**config.mk**
```make
export PLATFORM = sky130hd
export DESIGN_NAME = spi_transfer_ctrl_flat
export DESIGN_NICKNAME = d
export VERILOG_FILES = /design/src/rtl/spi_pkg.sv /design/src/rtl/spi_transfer_ctrl_if.sv /design/src/rtl/spi_clk_gen.sv /design/src/rtl/spi_transfer_ctrl.sv /design/src/flat_wrapper.sv
export SDC_FILE = /design/constraint.sdc
export NUM_CORES = 1
export LEC_CHECK = 0
export BUFFER_PORTS_ARGS = -buffer_cell sky130_fd_sc_hd__buf_2
export CORE_AREA = 2 2 80 82
export DETAILED_ROUTE_END_ITERATION = 8
export DIE_AREA = 0 0 82 84
export GPL_TIMING_DRIVEN = 0
export HOLD_SLACK_MARGIN = 0.08
export RECOVER_POWER = 100
export SETUP_SLACK_MARGIN = 0.2
export SLEW_MARGIN = 0
export SYNTH_ARGS = -nofsm -noshare
export SYNTH_HDL_FRONTEND = slang
export SYNTH_SLANG_ARGS = --single-unit
export TNS_END_PERCENT = 30
```
**constraint.sdc**
```tcl
create_clock -name i_clk -period 2.27 [get_ports i_clk]
set_input_delay 0.1135 -clock i_clk [delete_from_list [all_inputs] [get_ports i_clk]]
set_output_delay 0.1135 -clock i_clk [all_outputs]
set_load 0.02 [all_outputs]
```
**src/rtl/spi_pkg.sv**
```systemverilog
// -----------------------------------------------------------------------------
// spi_pkg
// Shared definitions for the SPI master transfer engine: transfer FSM state
// type, default data and divider widths, and a sizing helper for the SCLK
// edge counter.
// -----------------------------------------------------------------------------
package spi_pkg;

    localparam int SPI_DATA_W    = 8;
    localparam int SPI_CLK_DIV_W = 8;

    typedef enum logic [1:0] {
        IDLE  = 2'd0,
        SETUP = 2'd1,
        SHIFT = 2'd2,
        HOLD  = 2'd3
    } spi_ctrl_state_t;

    // Width of a counter that must hold 0..2*data_w SCLK edges.
    function automatic int spi_edge_cnt_w(input int data_w);
        return $clog2(2 * data_w + 1);
    endfunction

endpackage

```
**src/rtl/spi_transfer_ctrl_if.sv**
```systemverilog
// -----------------------------------------------------------------------------
// spi_transfer_ctrl_if
// Bundles the register-file side (start/config/status/data) and the SPI pin
// side of the transfer engine.
//   master : register file + pins environment (drives start, tx_data, clk_div,
//            cpol, cpha, miso; observes busy, done, rx_data, sclk, mosi, ss_n)
//   slave  : spi_transfer_ctrl
// -----------------------------------------------------------------------------
interface spi_transfer_ctrl_if
    import spi_pkg::*;
#(
    parameter int DATA_W = SPI_DATA_W
) ();

    logic                     start;
    logic [DATA_W-1:0]        tx_data;
    logic [SPI_CLK_DIV_W-1:0] clk_div;
    logic                     cpol;
    logic                     cpha;
    logic                     busy;
    logic                     done;
    logic [DATA_W-1:0]        rx_data;
    logic                     sclk;
    logic                     mosi;
    logic                     miso;
    logic                     ss_n;

    modport master (
        output start, tx_data, clk_div, cpol, cpha, miso,
        input  busy, done, rx_data, sclk, mosi, ss_n
    );

    modport slave (
        input  start, tx_data, clk_div, cpol, cpha, miso,
        output busy, done, rx_data, sclk, mosi, ss_n
    );

endinterface

```
**src/rtl/spi_clk_gen.sv**
```systemverilog
// -----------------------------------------------------------------------------
// spi_clk_gen
// Half-period timer for the transfer engine. A down-counter is reloaded with
// the divider captured at load time and emits a one-cycle tick every
// (div+1) enabled cycles. While i_shift is high each tick is an SCLK edge and
// o_lead tells whether it is the leading (odd) or trailing (even) edge.
// Ports:
//   i_clk, i_rst : clock, synchronous active-high reset
//   i_load       : capture i_div and restart the timer (transfer accepted)
//   i_div        : clk_div value to capture
//   i_en         : timer runs (transfer active)
//   i_shift      : ticks are SCLK edges (parity advances)
//   o_tick       : half-period expired this cycle
//   o_lead       : current tick is a leading edge
// -----------------------------------------------------------------------------
module spi_clk_gen
    import spi_pkg::*;
#(
    parameter int DIV_W = SPI_CLK_DIV_W
) (
    input  logic             i_clk,
    input  logic             i_rst,
    input  logic             i_load,
    input  logic [DIV_W-1:0] i_div,
    input  logic             i_en,
    input  logic             i_shift,
    output logic             o_tick,
    output logic             o_lead
);

    logic [DIV_W-1:0] r_div;
    logic [DIV_W-1:0] r_cnt;
    logic             r_par;

    // Divider capture, half-period down-count and edge parity tracking.
    always_ff @(posedge i_clk) begin
        if (i_rst) begin
            r_div <= {DIV_W{1'b0}};
            r_cnt <= {DIV_W{1'b0}};
            r_par <= 1'b0;
        end else if (i_load) begin
            r_div <= i_div;
            r_cnt <= i_div;
            r_par <= 1'b0;
        end else if (i_en) begin
            if (r_cnt == {DIV_W{1'b0}}) begin
                r_cnt <= r_div;
                // Parity only advances on real SCLK edges, so the first
                // SHIFT tick is always seen as leading.
                if (i_shift) begin
                    r_par <= ~r_par;
                end else begin
                    r_par <= 1'b0;
                end
            end else begin
                r_cnt <= r_cnt - DIV_W'(1);
            end
        end else begin
            r_cnt <= r_div;
            r_par <= 1'b0;
        end
    end

    assign o_tick = i_en & (r_cnt == {DIV_W{1'b0}});
    assign o_lead = ~r_par;

endmodule

```
**src/rtl/spi_transfer_ctrl.sv**
```systemverilog
// -----------------------------------------------------------------------------
// spi_transfer_ctrl
// Byte-oriented SPI master transfer engine. On an accepted start it drops
// ss_n, waits one half-period (SETUP), produces 2*DATA_W SCLK edges (SHIFT)
// shifting tx MSB-first on mosi and capturing miso, waits one more
// half-period (HOLD), then raises ss_n and pulses done with rx_data updated.
// The edge that ends each half-period is when sclk toggles, so the final
// edge coincides with entry into HOLD.
// Ports:
//   i_clk, i_rst : clock, synchronous active-high reset
//   bus (slave)  : start, tx_data, clk_div, cpol, cpha, miso in;
//                  busy, done, rx_data, sclk, mosi, ss_n out (all registered)
// Build option:
//   SPI_MODE_CFG_EN defined   : cpol/cpha latched at start, all four modes.
//   SPI_MODE_CFG_EN undefined : cpol/cpha ignored, fixed mode 0.
// -----------------------------------------------------------------------------
module spi_transfer_ctrl
    import spi_pkg::*;
#(
    parameter int DATA_W = SPI_DATA_W
) (
    input  logic                i_clk,
    input  logic                i_rst,
    spi_transfer_ctrl_if.slave  bus
);

    localparam int                EDGE_W    = spi_edge_cnt_w(DATA_W);
    localparam logic [EDGE_W-1:0] LAST_EDGE = EDGE_W'(2 * DATA_W - 1);

    spi_ctrl_state_t   r_state;
    logic [DATA_W-1:0] r_tx;
    logic [DATA_W-1:0] r_rx;
    logic [DATA_W-1:0] r_rx_data;
    logic [EDGE_W-1:0] r_edge;
    logic              r_sclk;
    logic              r_mosi;
    logic              r_ss_n;
    logic              r_busy;
    logic              r_done;

    logic w_load;
    logic w_run;
    logic w_shift;
    logic w_tick;
    logic w_lead;
    logic w_cpol_in;
    logic w_cpha_in;
    logic w_cpha;

`ifdef SPI_MODE_CFG_EN
    logic r_cpha;

    assign w_cpol_in = bus.cpol;
    assign w_cpha_in = bus.cpha;
    assign w_cpha    = r_cpha;
`else
    logic w_unused_cfg;

    assign w_cpol_in    = 1'b0;
    assign w_cpha_in    = 1'b0;
    assign w_cpha       = 1'b0;
    assign w_unused_cfg = bus.cpol ^ bus.cpha;
`endif

    assign w_load  = (r_state == IDLE) & bus.start;
    assign w_run   = (r_state != IDLE);
    assign w_shift = (r_state == SHIFT);

    spi_clk_gen #(
        .DIV_W (SPI_CLK_DIV_W)
    ) u_clk_gen (
        .i_clk   (i_clk),
        .i_rst   (i_rst),
        .i_load  (w_load),
        .i_div   (bus.clk_div),
        .i_en    (w_run),
        .i_shift (w_shift),
        .o_tick  (w_tick),
        .o_lead  (w_lead)
    );

    // Transfer FSM with shift registers, edge counter and registered outputs.
    always_ff @(posedge i_clk) begin
        if (i_rst) begin
            r_state   <= IDLE;
            r_tx      <= {DATA_W{1'b0}};
            r_rx      <= {DATA_W{1'b0}};
            r_rx_data <= {DATA_W{1'b0}};
            r_edge    <= {EDGE_W{1'b0}};
            r_sclk    <= 1'b0;
            r_mosi    <= 1'b0;
            r_ss_n    <= 1'b1;
            r_busy    <= 1'b0;
            r_done    <= 1'b0;
`ifdef SPI_MODE_CFG_EN
            r_cpha    <= 1'b0;
`endif
        end else begin
            r_done <= 1'b0;
            case (r_state)
                IDLE: begin
                    r_mosi <= 1'b0;
                    if (bus.start) begin
                        r_state <= SETUP;
                        r_busy  <= 1'b1;
                        r_ss_n  <= 1'b0;
                        r_edge  <= {EDGE_W{1'b0}};
                        r_rx    <= {DATA_W{1'b0}};
                        // sclk itself carries the latched idle polarity.
                        r_sclk  <= w_cpol_in;
`ifdef SPI_MODE_CFG_EN
                        r_cpha  <= bus.cpha;
`endif
                        if (w_cpha_in) begin
                            // MSB is launched by edge 1.
                            r_tx <= bus.tx_data;
                        end else begin
                            // MSB must already be on the wire for edge 1.
                            r_tx   <= {bus.tx_data[DATA_W-2:0], 1'b0};
                            r_mosi <= bus.tx_data[DATA_W-1];
                        end
                    end
                end
                SETUP: begin
                    if (w_tick) begin
                        r_state <= SHIFT;
                    end
                end
                SHIFT: begin
                    if (w_tick) begin
                        r_sclk <= ~r_sclk;
                        r_edge <= r_edge + EDGE_W'(1);
                        // Launch on trailing edges in mode cpha=0 and on
                        // leading edges in cpha=1; sample on the others.
                        if (w_lead == w_cpha) begin
                            r_mosi <= r_tx[DATA_W-1];
                            r_tx   <= {r_tx[DATA_W-2:0], 1'b0};
                        end else begin
                            r_rx <= {r_rx[DATA_W-2:0], bus.miso};
                        end
                        if (r_edge == LAST_EDGE) begin
                            r_state <= HOLD;
                        end
                    end
                end
                HOLD: begin
                    if (w_tick) begin
                        r_state   <= IDLE;
                        r_busy    <= 1'b0;
                        r_ss_n    <= 1'b1;
                        r_mosi    <= 1'b0;
                        r_done    <= 1'b1;
                        r_rx_data <= r_rx;
                    end
                end
                default: begin
                    r_state <= IDLE;
                    r_busy  <= 1'b0;
                    r_ss_n  <= 1'b1;
                    r_mosi  <= 1'b0;
                end
            endcase
        end
    end

    assign bus.busy    = r_busy;
    assign bus.done    = r_done;
    assign bus.rx_data = r_rx_data;
    assign bus.sclk    = r_sclk;
    assign bus.mosi    = r_mosi;
    assign bus.ss_n    = r_ss_n;

endmodule

```
**src/flat_wrapper.sv**
```systemverilog
// flat-port wrapper written by rule: the top's interface ports become plain ports
module spi_transfer_ctrl_flat import spi_pkg::*;
#(
    parameter int DATA_W = SPI_DATA_W
)
  (i_clk, i_rst, bus_start, bus_tx_data, bus_clk_div, bus_cpol, bus_cpha, bus_miso, bus_busy, bus_done, bus_rx_data, bus_sclk, bus_mosi, bus_ss_n);
  spi_transfer_ctrl_if #(.DATA_W(DATA_W)) bus_i ();
  input  logic i_clk;
  input  logic i_rst;
  input wire logic [$bits(bus_i.start)-1:0] bus_start;
  input wire logic [$bits(bus_i.tx_data)-1:0] bus_tx_data;
  input wire logic [$bits(bus_i.clk_div)-1:0] bus_clk_div;
  input wire logic [$bits(bus_i.cpol)-1:0] bus_cpol;
  input wire logic [$bits(bus_i.cpha)-1:0] bus_cpha;
  input wire logic [$bits(bus_i.miso)-1:0] bus_miso;
  output wire logic [$bits(bus_i.busy)-1:0] bus_busy;
  output wire logic [$bits(bus_i.done)-1:0] bus_done;
  output wire logic [$bits(bus_i.rx_data)-1:0] bus_rx_data;
  output wire logic [$bits(bus_i.sclk)-1:0] bus_sclk;
  output wire logic [$bits(bus_i.mosi)-1:0] bus_mosi;
  output wire logic [$bits(bus_i.ss_n)-1:0] bus_ss_n;
  assign bus_i.start = bus_start;
  assign bus_i.tx_data = bus_tx_data;
  assign bus_i.clk_div = bus_clk_div;
  assign bus_i.cpol = bus_cpol;
  assign bus_i.cpha = bus_cpha;
  assign bus_i.miso = bus_miso;
  assign bus_busy = bus_i.busy;
  assign bus_done = bus_i.done;
  assign bus_rx_data = bus_i.rx_data;
  assign bus_sclk = bus_i.sclk;
  assign bus_mosi = bus_i.mosi;
  assign bus_ss_n = bus_i.ss_n;
  spi_transfer_ctrl #(.DATA_W(DATA_W)) u_core (.i_clk(i_clk), .i_rst(i_rst), .bus(bus_i));
endmodule
```
==> results by group, run 1 <==
Logic synthesis
  – EDFF count, synth: 0
  – Post-Syn Instances: 262
  – Largest family of logic cells by synthesized area: simple AND/OR/NAND/NOR gates
  – Post-Syn Area: 0.00233 mm^2
  – Post-synth ARST share: 0
  – Synth area leader: dfxtp_1
  – Synthesis-stage register bit count: 52
  – Post-Synth XOR/XNOR Area: 0.0188
  – Post-synthesis mux area share: 0.0312
  – Synth top area cells: dfxtp_1, nand2_1, a21oi_1, nor2_1, ha_1
  – Netlist cell types: 50
  – Top cell type's share of synthesized area: 0.448
  – Syn_area_per_cell: 8.88 um^2
  – Simple-Gate Fraction of Synth Area: 0.230
  – Seq/Total Area, Yosys: 0.448
  – Yosys warnings: 0
  – Dominant synthesized flop cell: dfxtp_1
  – Synth Area in Compound Gates: 0.190
  – Syn Nets: 291
  – Adder-Cell Fraction of Synth Area: 0.0377

Die
  – Starting Density: 0.382
  – Row Count: 29
  – I/O Pins: 35
  – Die W: 82 um
  – Core footprint: 0.00610 mm^2
  – DIE AREA: 0.00689 mm^2
  – Die Y: 84 um

Placed design
  – Gpl congestion: 0.787
  – DP Wirelength: 3860 um
  – Port-buffer cells: 31
  – Dpl cell area: 0.00258 mm^2

Timing
  – Tmin final: 2160 ps
  – Clk_skew: 4.17 ps
  – Rel. slew slack: 0.635
  – Tcrit/Tclk final: 0.953
  – Worst slew pin tran: 547 ps
  – Slew Limit Fails: 0
  – Setup TNS: 0 ps
  – RSZ-0062 raised after global routing: true
  – Highest clock rate: 462 MHz
  – Hold slack final: 80.1 ps
  – Final Setup Violations: 0
  – Final hold violations: 0

Clocking
  – CTS clk-pin slew, worst paths: 100 ps
  – CTS Buf Count: 5
  – Clk root buf: clkbuf_8
  – Clock sink total: 52
  – Clock buffer depth: 2
  – Number of H-tree levels: 2
  – CTS tree: built
  – Clk Latency, worst-skew pair: 310 ps

Global route
  – First-pass GRT wire length: 9010 um
  – Largest net degree at the start of global routing: 19
  – Initial antenna violation count: 0
  – Vias in the first global route: 1,880
  – GRT overflow: 0
  – Total Routing Usage GR: 0.169

Critical path
  – CP Class: flop to flop
  – Worst Path Arrival: 2370 ps
  – CP peak stage delay: 500 ps
  – Slowest cell on the critical path: or4_4
  – Critical Path Fanout Max: 8
  – Startpoint types: flop
  – Critical Path, Cell by Cell: inv_1 -> ha_2 -> or3b_1 -> or4_4 -> buf_6 -> o221a_2
  – Worst Setup End Kind: flop
  – Worst Path Required: 2480 ps

Final layout
  – Area Growth Syn to Fin: 19.8%
  – Ant diodes: 0
  – Share of cells above drive strength 1: 0.184
  – Post-route cell area: 0.00279 mm^2
  – Nets: 338
  – Final core occ: 0.457

Drt
  – Met3 WL: 186 um
  – Max layer used: met4
  – Routed WL: 5470 um
  – # DRC: 0
  – First-iteration detailed-routing DRC count: 93
  – WL met2: 2620 um
  – Vias per inst: 5.27
  – Total number of vias: 2,038
  – Drt wl/cell: 14.1 um
  – DR pass1 iterations: 4
  – Met1 Wirelength: 2620 um
  – Post-DRT Antenna Nets: 0

Worst hold path
  – Worst hold path class: primary input to flop

Pwr
  – Leakage power: 0.00109 uW
  – Worst VDD drop: 0.409 mV
  – PD cells: 1130 mW/mm^2

Job
  – Maxcap violations: 0

Run status
  – Status: completed
==> metrics by stage <==
stage	std cells	setup slack (ps)	power (uW)
3_3_place_gp	370	91.0	2460
3_5_place_dp	370	44.4	2490
2_1_floorplan	262	275	2170
5_1_grt	387	47.5	3380
4_1_cts	385	54.2	3080
6_report	387	106	3150
==> cell usage after synthesis (all sizes together) (2+ instances only) <==
cell type and instances:
nand3b 2, and3 4, or3b 2, o21ai 7
or4 2, mux2i 5, or3 2, dfxtp 52
a2bb2oi 2, clkbuf 9, nor3b 2, buf 5
a32oi 2, nor2 27, xor2 2, nand3 11
a211oi 2, o221a 6, nor3 8, inv 8
xnor2 3, nor2b 2, mux2 2, a22o 8
ha 7, nand2 35, nand4 2, a21oi 23
a31oi 4
==> final cells by class <==
type                    instances  area [um^2]
well taps                      77         96.3
clock buffers                   5         68.8
flip-flops and latches         52         1040
inverters                       9         33.8
repair buffers                 40          224
multi-input cells             187         1220
fillers                       637         3310
clock inverters                 3         27.5
plain buffers                  14         75.1
==> state kept, by name, summed over array words and instances (netlist names), 2 cells and up <==
signal and cells:
u_core.bus.rx_data 8, u_core.r_rx 8, u_core.u_clk_gen.r_cnt 8, u_core.u_clk_gen.r_div 8, u_core.r_tx 7, u_core.r_edge 5
u_core.r_state 2
==> cells by family (layout without fill, tap and decap cells) <==
| logic type | Yosys count | after routing |
|---|---|---|
| compound gates | 63 | 63 |
| xor+xnor | 5 | 5 |
| fa+ha+maj | 7 | 7 |
| buf+inv | 23 | 71 |
| flops | 52 | 52 |
| mux | 7 | 7 |
| simple gates | 105 | 105 |
==> final timing paths <==
| path | from | end | slack (ps) | depth (start not counted) |
|---|---|---|---|---|
| setup / recovery | u_core.r_state[0] | u_core.r_tx[6] | 110 | 6 |
| hold reg to reg | u_core.bus.rx_data[6] | u_core.bus.rx_data[6] | 460 | 2 |
| setup reg to reg | u_core.r_state[0] | u_core.r_tx[6] | 110 | 6 |
| hold / removal | bus_clk_div[7] | u_core.u_clk_gen.r_div[7] | 80 | 3 |
==> routing by layer <==
layer,up-vias,track usage
met5,-,0
met2,32,0.271
met4,0,0.0409
met3,4,0.0303
li1,1033,-
met1,969,0.232
==> where the power goes <==
group / switching (uW) / internal (uW)
clock: 335 / 227
sequential: 144 / 1070
combinational: 798 / 582
total: 1280 / 1880
==> critical path: cells and delay by family, from the launching register on <==
| family | cells | cell delay [ps] |
|---|---|---|
| AOI/OAI and AO/OA | 1 | 260 |
| adders and majority gates | 1 | 240 |
| buffers and inverters | 2 | 240 |
| DFF | 1 | 400 |
| and+or+nand+nor | 2 | 920 |
==> cell usage in the layout (no fill, tap or decap), types with 8 or more instances in the layout <==
cell / instances
inv_1: 8
a21oi_1: 22
buf_2: 19
nor3_1: 8
clkbuf_1: 21
nand2_1: 33
dfxtp_1: 52
nand3_1: 11
nor2_1: 27
a22o_1: 8
==> what timing repair did <==
action / in CTS / in global routing
hold buffers: 7 / 0
gates resized for setup: 2 / 13
endpoints found under the hold margin: 8 / 0
endpoints found under the setup margin: 22 / 36
buffers inserted: 0 / 2
pin swaps: 0 / 1
gates cloned: 0 / 0
(Power assumes the default switching activity.)
==> inputs of run 2 (changes only) <==
--- a/config.mk
+++ b/config.mk
@@ -5,7 +5,8 @@
 export SDC_FILE = /design/constraint.sdc
 export NUM_CORES = 1
 export LEC_CHECK = 0
-export BUFFER_PORTS_ARGS = -buffer_cell sky130_fd_sc_hd__buf_2
+export BUFFER_PORTS_ARGS = -buffer_cell sky130_fd_sc_hd__clkbuf_2
+export CAP_MARGIN = 15
 export CORE_AREA = 2 2 80 82
 export DETAILED_ROUTE_END_ITERATION = 8
 export DIE_AREA = 0 0 82 84
==> run 2 against run 1 <==
Combinational power grew 7%. Via count rose by 3.3%. Sequential power hardly changed. Total power increased by 2.6%. First-iteration DRC count grew 4.3%. Utilization increased by 1.1 points. Wire length about the same. Die area stayed put. Register-to-register slack gained 70 ps. Non-clock buffer count up 8. Critical path depth did not move.
==> results by group, run 2 (synthesized netlist as in run 1, its figures left out) <==
Run status
  – Status: completed

Critical path
  – Crit path capture: u_core.r_tx[6]
  – WP depth: 6 (unchanged)
  – Slowest cell on the critical path: or4_4
  – FF-to-FF setup slack: 180 ps (+70 ps)
  – CP startpoint: u_core.r_state[1]
  – Startpoint types: flop
  – R2R Path Start: u_core.r_state[1]
  – Worst Path Arrival: 2300 ps (-70 ps)
  – Critical R2R Capture: u_core.r_tx[6]
  – Critical Path, Cell by Cell: inv_2 -> ha_1 -> or3b_4 -> or4_4 -> buf_6 -> o221a_2
  – Worst path bufs/invs: 2 (unchanged)
  – Worst Setup End Kind: flop
  – Largest delay share family, worst path: simple AND/OR/NAND/NOR gates
  – CP Class: flop to flop
  – CP peak stage delay: 490 ps (about the same)
  – Critical Path Fanout Max: 8 (unchanged)
  – Worst Path Required: 2480 ps (about the same)
  – Worst Reg-to-Reg Cells: 6 (unchanged)

Die
  – Die Y: 84 um (unchanged)
  – Row Count: 29 (unchanged)
  – DIE AREA: 0.00689 mm^2 (unchanged)
  – Die W: 82 um (unchanged)
  – I/O Pins: 35 (unchanged)
  – Core footprint: 0.00610 mm^2 (unchanged)
  – Starting Density: 0.382 (unchanged)

Job
  – Maxcap violations: 0 (unchanged)

Timing
  – Tmin final: 2090 ps (-73.2 ps)
  – RSZ-0062 raised after global routing: false
  – Hold slack final: 145 ps (+64.8 ps)
  – Rel. slew slack: 0.638 (+0.00306)
  – Slew Limit Fails: 0 (unchanged)
  – Final Setup Violations: 0 (unchanged)
  – Clk_skew: 8.42 ps (+4.25 ps)
  – Worst slew pin tran: 543 ps (-4.58 ps)
  – Tcrit/Tclk final: 0.921 (-0.0322)
  – Highest clock rate: 478 MHz (+3.5%)
  – Final hold violations: 0 (unchanged)
  – Setup TNS: 0 ps (unchanged)

Final layout
  – Share of cells above drive strength 1: 0.211 (+0.0268)
  – Area Growth Syn to Fin: 22.7%
  – Final core occ: 0.468 (+0.0111)
  – Nets: 346 (+2.4%)
  – Ant diodes: 0 (unchanged)
  – Post-Layout Cell Count: 395 (+2.1%)
  – Commonest non-fill, non-tap cell in the layout: dfxtp_1
  – Commonest non-fill, non-tap cells in the layout: dfxtp_1, nand2_1, nor2_1, clkbuf_1, a21oi_1

Placed design
  – Placed Cells: 370 (unchanged)
  – DP Wirelength: 3850 um (about the same)
  – Gpl congestion: 0.790 (+0.38%)
  – Port-buffer cells: 31 (unchanged)

Drt
  – Drt wl/cell: 13.8 um (-2.1%)
  – Vias per inst: 5.33 (+1.2%)
  – DR pass1 iterations: 4 (unchanged)
  – Post-DRT Antenna Nets: 0 (unchanged)
  – Routed WL: 5470 um (about the same)
  – # DRC: 0 (unchanged)
  – First-iteration detailed-routing DRC count: 97 (+4.3%)
  – Total number of vias: 2,105 (+3.3%)

Clocking
  – Clock sink total: 52 (unchanged)
  – CTS Buf Count: 5 (unchanged)
  – Clk root buf: clkbuf_8
  – CTS clk-pin slew, worst paths: 100 ps (about the same)
  – Number of H-tree levels: 2 (unchanged)
  – Clock buffer depth: 2 (unchanged)
  – CTS tree: built
  – Clk Latency, worst-skew pair: 320 ps (about the same)

Worst hold path
  – Cells on Worst Hold Path: 4 (+1)
  – Worst hold path class: primary input to flop

Pwr
  – Sequential Power Share: 0.374 (-0.010)
  – Psw: 1290 uW (+1.1%)
  – Leakage power: 0.00113 uW (+3.8%)
  – Total power: 3230 uW (+2.6%)
  – Worst VDD drop: 0.494 mV (+21%)
  – Switching share of power: 0.399 (-0.00561)
  – Power Internal: 1940 uW (+3.5%)
  – PD cells: 1130 mW/mm^2 (+0.14%)
  – Clock network power share: 0.171 (-0.007)
  – Logic pwr share: 0.455 (+0.017)

Global route
  – Vias in the first global route: 1,870 (-0.53%)
  – Met2 Track Usage GR: 0.273 (+0.00222)
  – GRT busiest layer: met2
  – Total Routing Usage GR: 0.170 (+0.00150)
  – GRT met1 Usage: 0.224 (-0.00757)
  – Met3 usage: 0.0346 (+0.00433)
  – First-pass GRT wire length: 9030 um (+0.23%)
  – Initial antenna violation count: 0 (unchanged)
  – Largest net degree at the start of global routing: 18 (-1)
  – GRT overflow: 0 (unchanged)
-- run 2: cell count changes in the layout (fill, tap and decap cells not counted), moves of 2 or more --
cell / delta
buf_2: -17
dlygate4sd3_1: +2
dfxtp_2: +2
inv_2: +2
buf_4: +3
dfxtp_1: -2
clkbuf_2: +18
inv_1: -2
-- run 2: cell type report --
type	count	area (um^2)
fill	623	3240
multi-input combinational	187	1230
sequential	52	1040
timing repair buffer	48	285
tap	77	96.3
buffer	14	72.6
clock buffer	5	68.8
inverter	9	33.8
clock inverter	3	21.3
-- run 2: worst min path at each step --
stage | to | slack (ps) | from
global route | u_core.r_tx[1] | 160 | bus_tx_data[0]
finish | u_core.r_tx[1] | 140 | bus_tx_data[0]
global placement | u_core.r_rx[0] | 330 | bus_miso
detailed placement | u_core.r_rx[0] | 330 | bus_miso
CTS | u_core.r_tx[1] | 140 | bus_tx_data[0]
floorplan | u_core.r_rx[0] | 240 | bus_miso
-- run 2: metrics by stage --
stage / worst slack [ps] / area (um^2)
after detailed placement: 72.0 / 2580
final: 179 / 2850
after global placement: 87.6 / 2580
after floorplan: 275 / 2330
after global routing: 122 / 2850
after CTS: 66.0 / 2770
-- run 2: worst register-to-register path: stages, from the launching register on --
cell and delay (ps):
dfxtp_2 370, inv_2 50, ha_1 240, or3b_4 420
or4_4 490, buf_6 150, o221a_2 260
-- run 2: what timing repair did --
action	CTS	global route
gates resized for setup	2	20
pin swaps	0	3
cloned	0	0
hold endpoints to repair	10	0
endpoints found under the setup margin	21	36
hold buffers	9	0
setup buffers	0	8
-- run 2: routing by layer --
metal,part of all wire,vias up,wire length [um]
li1,-,1049,-
met1,0.47,1012,2580
met2,0.47,36,2570
met3,0.044,8,241
met4,0.014,0,79
met5,0,-,0
-- run 2: power by group through the flow --
stage	registers [uW]	logic, uW	clock network (uW)
floorplan	1220	954	0
global placement	1220	1240	0
detailed placement	1220	1260	0
CTS	1200	1290	567
global route	1230	1650	591
finish	1210	1470	552
==> inputs of run 3 (changes only) <==
--- a/config.mk
+++ b/config.mk
@@ -7,11 +7,12 @@
 export LEC_CHECK = 0
 export BUFFER_PORTS_ARGS = -buffer_cell sky130_fd_sc_hd__clkbuf_2
 export CAP_MARGIN = 15
-export CORE_AREA = 2 2 80 82
+export CORE_AREA = 2 2 75 77
 export DETAILED_ROUTE_END_ITERATION = 8
-export DIE_AREA = 0 0 82 84
+export DIE_AREA = 0 0 77 79
 export GPL_TIMING_DRIVEN = 0
 export HOLD_SLACK_MARGIN = 0.08
+export PLACE_DENSITY = 0.67
 export RECOVER_POWER = 100
 export SETUP_SLACK_MARGIN = 0.2
 export SLEW_MARGIN = 0
==> run 3 against run 2 <==
Sequential share of layout area rose by 0.45 points. Largest power group unchanged. Largest cell class unchanged. Setup slack worse by 55 ps. Cell count fell by 3.0%. Maximum frequency shrank 2.6%. Sequential power about the same.
==> results by group, run 3 (synthesized netlist as in run 1, its figures left out) <==
Timing
  – Rel. slew slack: 0.611 (-0.0273)
  – Hold slack final: 161 ps (+16.5 ps)
  – Final hold violations: 0 (unchanged)
  – Tmin final: 2150 ps (+54.9 ps)
  – Clk_skew: 8.47 ps (+0.0517 ps)
  – RSZ-0062 raised after global routing: true
  – Tcrit/Tclk final: 0.945 (+0.0242)
  – Highest clock rate: 466 MHz (-2.6%)
  – Setup TNS: 0 ps (unchanged)
  – Worst slew pin tran: 584 ps (+41.0 ps)
  – Slew Limit Fails: 0 (unchanged)
  – Final Setup Violations: 0 (unchanged)

Clocking
  – CTS tree: built
  – Clock sink total: 52 (unchanged)
  – Number of H-tree levels: 2 (unchanged)
  – Clk root buf: clkbuf_8
  – Clk Latency, worst-skew pair: 310 ps (about the same)
  – Clock buffer depth: 2 (unchanged)
  – CTS Buf Count: 5 (unchanged)
  – CTS clk-pin slew, worst paths: 100 ps (about the same)

Die
  – DIE AREA: 0.00608 mm^2 (-12%)
  – Die W: 77 um (-6.1%)
  – I/O Pins: 35 (unchanged)
  – Core footprint: 0.00534 mm^2 (-12%)
  – Die Y: 79 um (-6.0%)
  – Row Count: 27 (-6.9%)
  – Starting Density: 0.436 (+0.0542)

Pwr
  – PD cells: 1150 mW/mm^2 (+1.9%)
  – Leakage power: 0.00111 uW (-1.8%)
  – Worst VDD drop: 0.503 mV (+1.8%)
  – Total power: 3250 uW (+0.42%)

Global route
  – GRT overflow: 0 (unchanged)
  – Initial antenna violation count: 0 (unchanged)
  – Largest net degree at the start of global routing: 17 (-1)
  – Total Routing Usage GR: 0.173 (+0.00285)
  – Vias in the first global route: 1,776 (-5.0%)
  – First-pass GRT wire length: 8540 um (-5.5%)

Critical path
  – Worst Path Arrival: 2400 ps (+100 ps)
  – R2R Path Start: u_core.r_state[0]
  – FF-to-FF setup slack: 120 ps (-50 ps)
  – Crit path capture: u_core.r_tx[2]
  – Worst Reg-to-Reg Cells: 7 (+1)
  – Worst Setup End Kind: flop
  – Critical Path Fanout Max: 8 (unchanged)
  – Critical R2R Capture: u_core.r_tx[2]
  – CP startpoint: u_core.r_state[0]
  – Startpoint types: flop
  – CP Class: flop to flop
  – Worst Path Required: 2520 ps (+40 ps)

Drt
  – DR pass1 iterations: 4 (unchanged)
  – Vias per inst: 5.37 (+0.73%)
  – First-iteration detailed-routing DRC count: 126 (+30%)
  – # DRC: 0 (unchanged)
  – Drt wl/cell: 13.7 um (-1.1%)
  – Post-DRT Antenna Nets: 0 (unchanged)
  – Routed WL: 5240 um (-4.1%)
  – Total number of vias: 2,056 (-2.3%)

Job
  – Maxcap violations: 0 (unchanged)

Placed design
  – Gpl congestion: 0.800 (+1.3%)
  – Placed Cells: 365 (-1.4%)
  – Dpl cell area: 0.00258 mm^2 (-0.24%)
  – Port-buffer cells: 31 (unchanged)
  – DP Wirelength: 3600 um (-6.6%)

Final layout
  – Nets: 339 (-2.0%)
  – Area Growth Syn to Fin: 20.9%
  – Fill cells: 549 (-12%)
  – FF+latch area: 0.00104 mm^2 (-0.24%)
  – Area occupied by multi-input gates: 0.00121 mm^2 (-1.4%)
  – Post-route cell area: 0.00281 mm^2 (-1.4%)
  – Commonest non-fill, non-tap cell in the layout: dfxtp_1
  – Post-Layout Cell Count: 383 (-3.0%)
  – Commonest non-fill, non-tap cells in the layout: dfxtp_1, nand2_1, nor2_1, a21oi_1, clkbuf_1
  – Share of cells above drive strength 1: 0.180 (-0.0306)
  – Ant diodes: 0 (unchanged)

Run status
  – Status: completed

Worst hold path
  – Worst hold path class: primary input to flop
==> run 3: cell count changes in the layout (fill, tap and decap cells not counted), sizes merged <==
cell | before | now
clkbuf | 48 | 47
buf | 10 | 5
clkinvlp | 1 | 0
bufinv | 0 | 1
inv | 9 | 8
==> run 3: power by group <==
part / switching, uW / internal [uW]
combinational: 790 / 568
sequential: 142 / 1070
clock: 320 / 361
total: 1250 / 2000
==> run 3: stage by stage <==
stage                      util  setup slack, ps
after CTS                 0.526              114
final                     0.527              124
after global routing      0.527             39.3
after global placement    0.483              109
after detailed placement  0.483              112
after floorplan               -              275
==> run 3: worst max-delay path, cell delays in order (launching register included) <==
cell and delay (ps):
dfxtp_1 390, inv_1 80, ha_2 250, or3b_4 420
or4_4 490, buf_6 150, nand2_2 120, o221a_2 200
==> run 3: layout make-up <==
type | count | share of cell area
Timing Repair Buffer | 41 | 0.0841
Sequential cell | 52 | 0.370
Clock buffer | 6 | 0.0294
Tap cell | 72 | 0.0320
Inverter | 9 | 0.0120
Buffer | 14 | 0.0267
Multi-Input combinational cell | 187 | 0.432
Clock inverter | 2 | 0.0138
==> run 3: worst min-delay path by stage <==
stage,slack (ps),from,end,cells after the start
2_1_floorplan,240,bus_miso,u_core.r_rx[0],1
6_report,160,bus_tx_data[3],u_core.r_tx[4],4
4_1_cts,170,bus_tx_data[4],u_core.r_tx[5],4
3_3_place_gp,340,bus_miso,u_core.r_rx[0],2
3_5_place_dp,330,bus_miso,u_core.r_rx[0],2
5_1_grt,170,bus_tx_data[3],u_core.r_tx[4],4
==> run 3: timing repair <==
action / CTS / global route
hold buffers: 9 / 0
hold endpoints to repair: 10 / 0
gates resized for setup: 3 / 11
pin swaps: 1 / 0
gates cloned: 0 / 0
setup buffers: 1 / 0
setup endpoints to repair: 18 / 36
==> run 3: routing by layer <==
layer / track usage / part of all wire / vias up
li1: - / - / 1032
met4: 0.0464 / 0.012 / 0
met5: 0 / 0 / -
met2: 0.266 / 0.43 / 63
met1: 0.250 / 0.51 / 952
met3: 0.0318 / 0.055 / 9
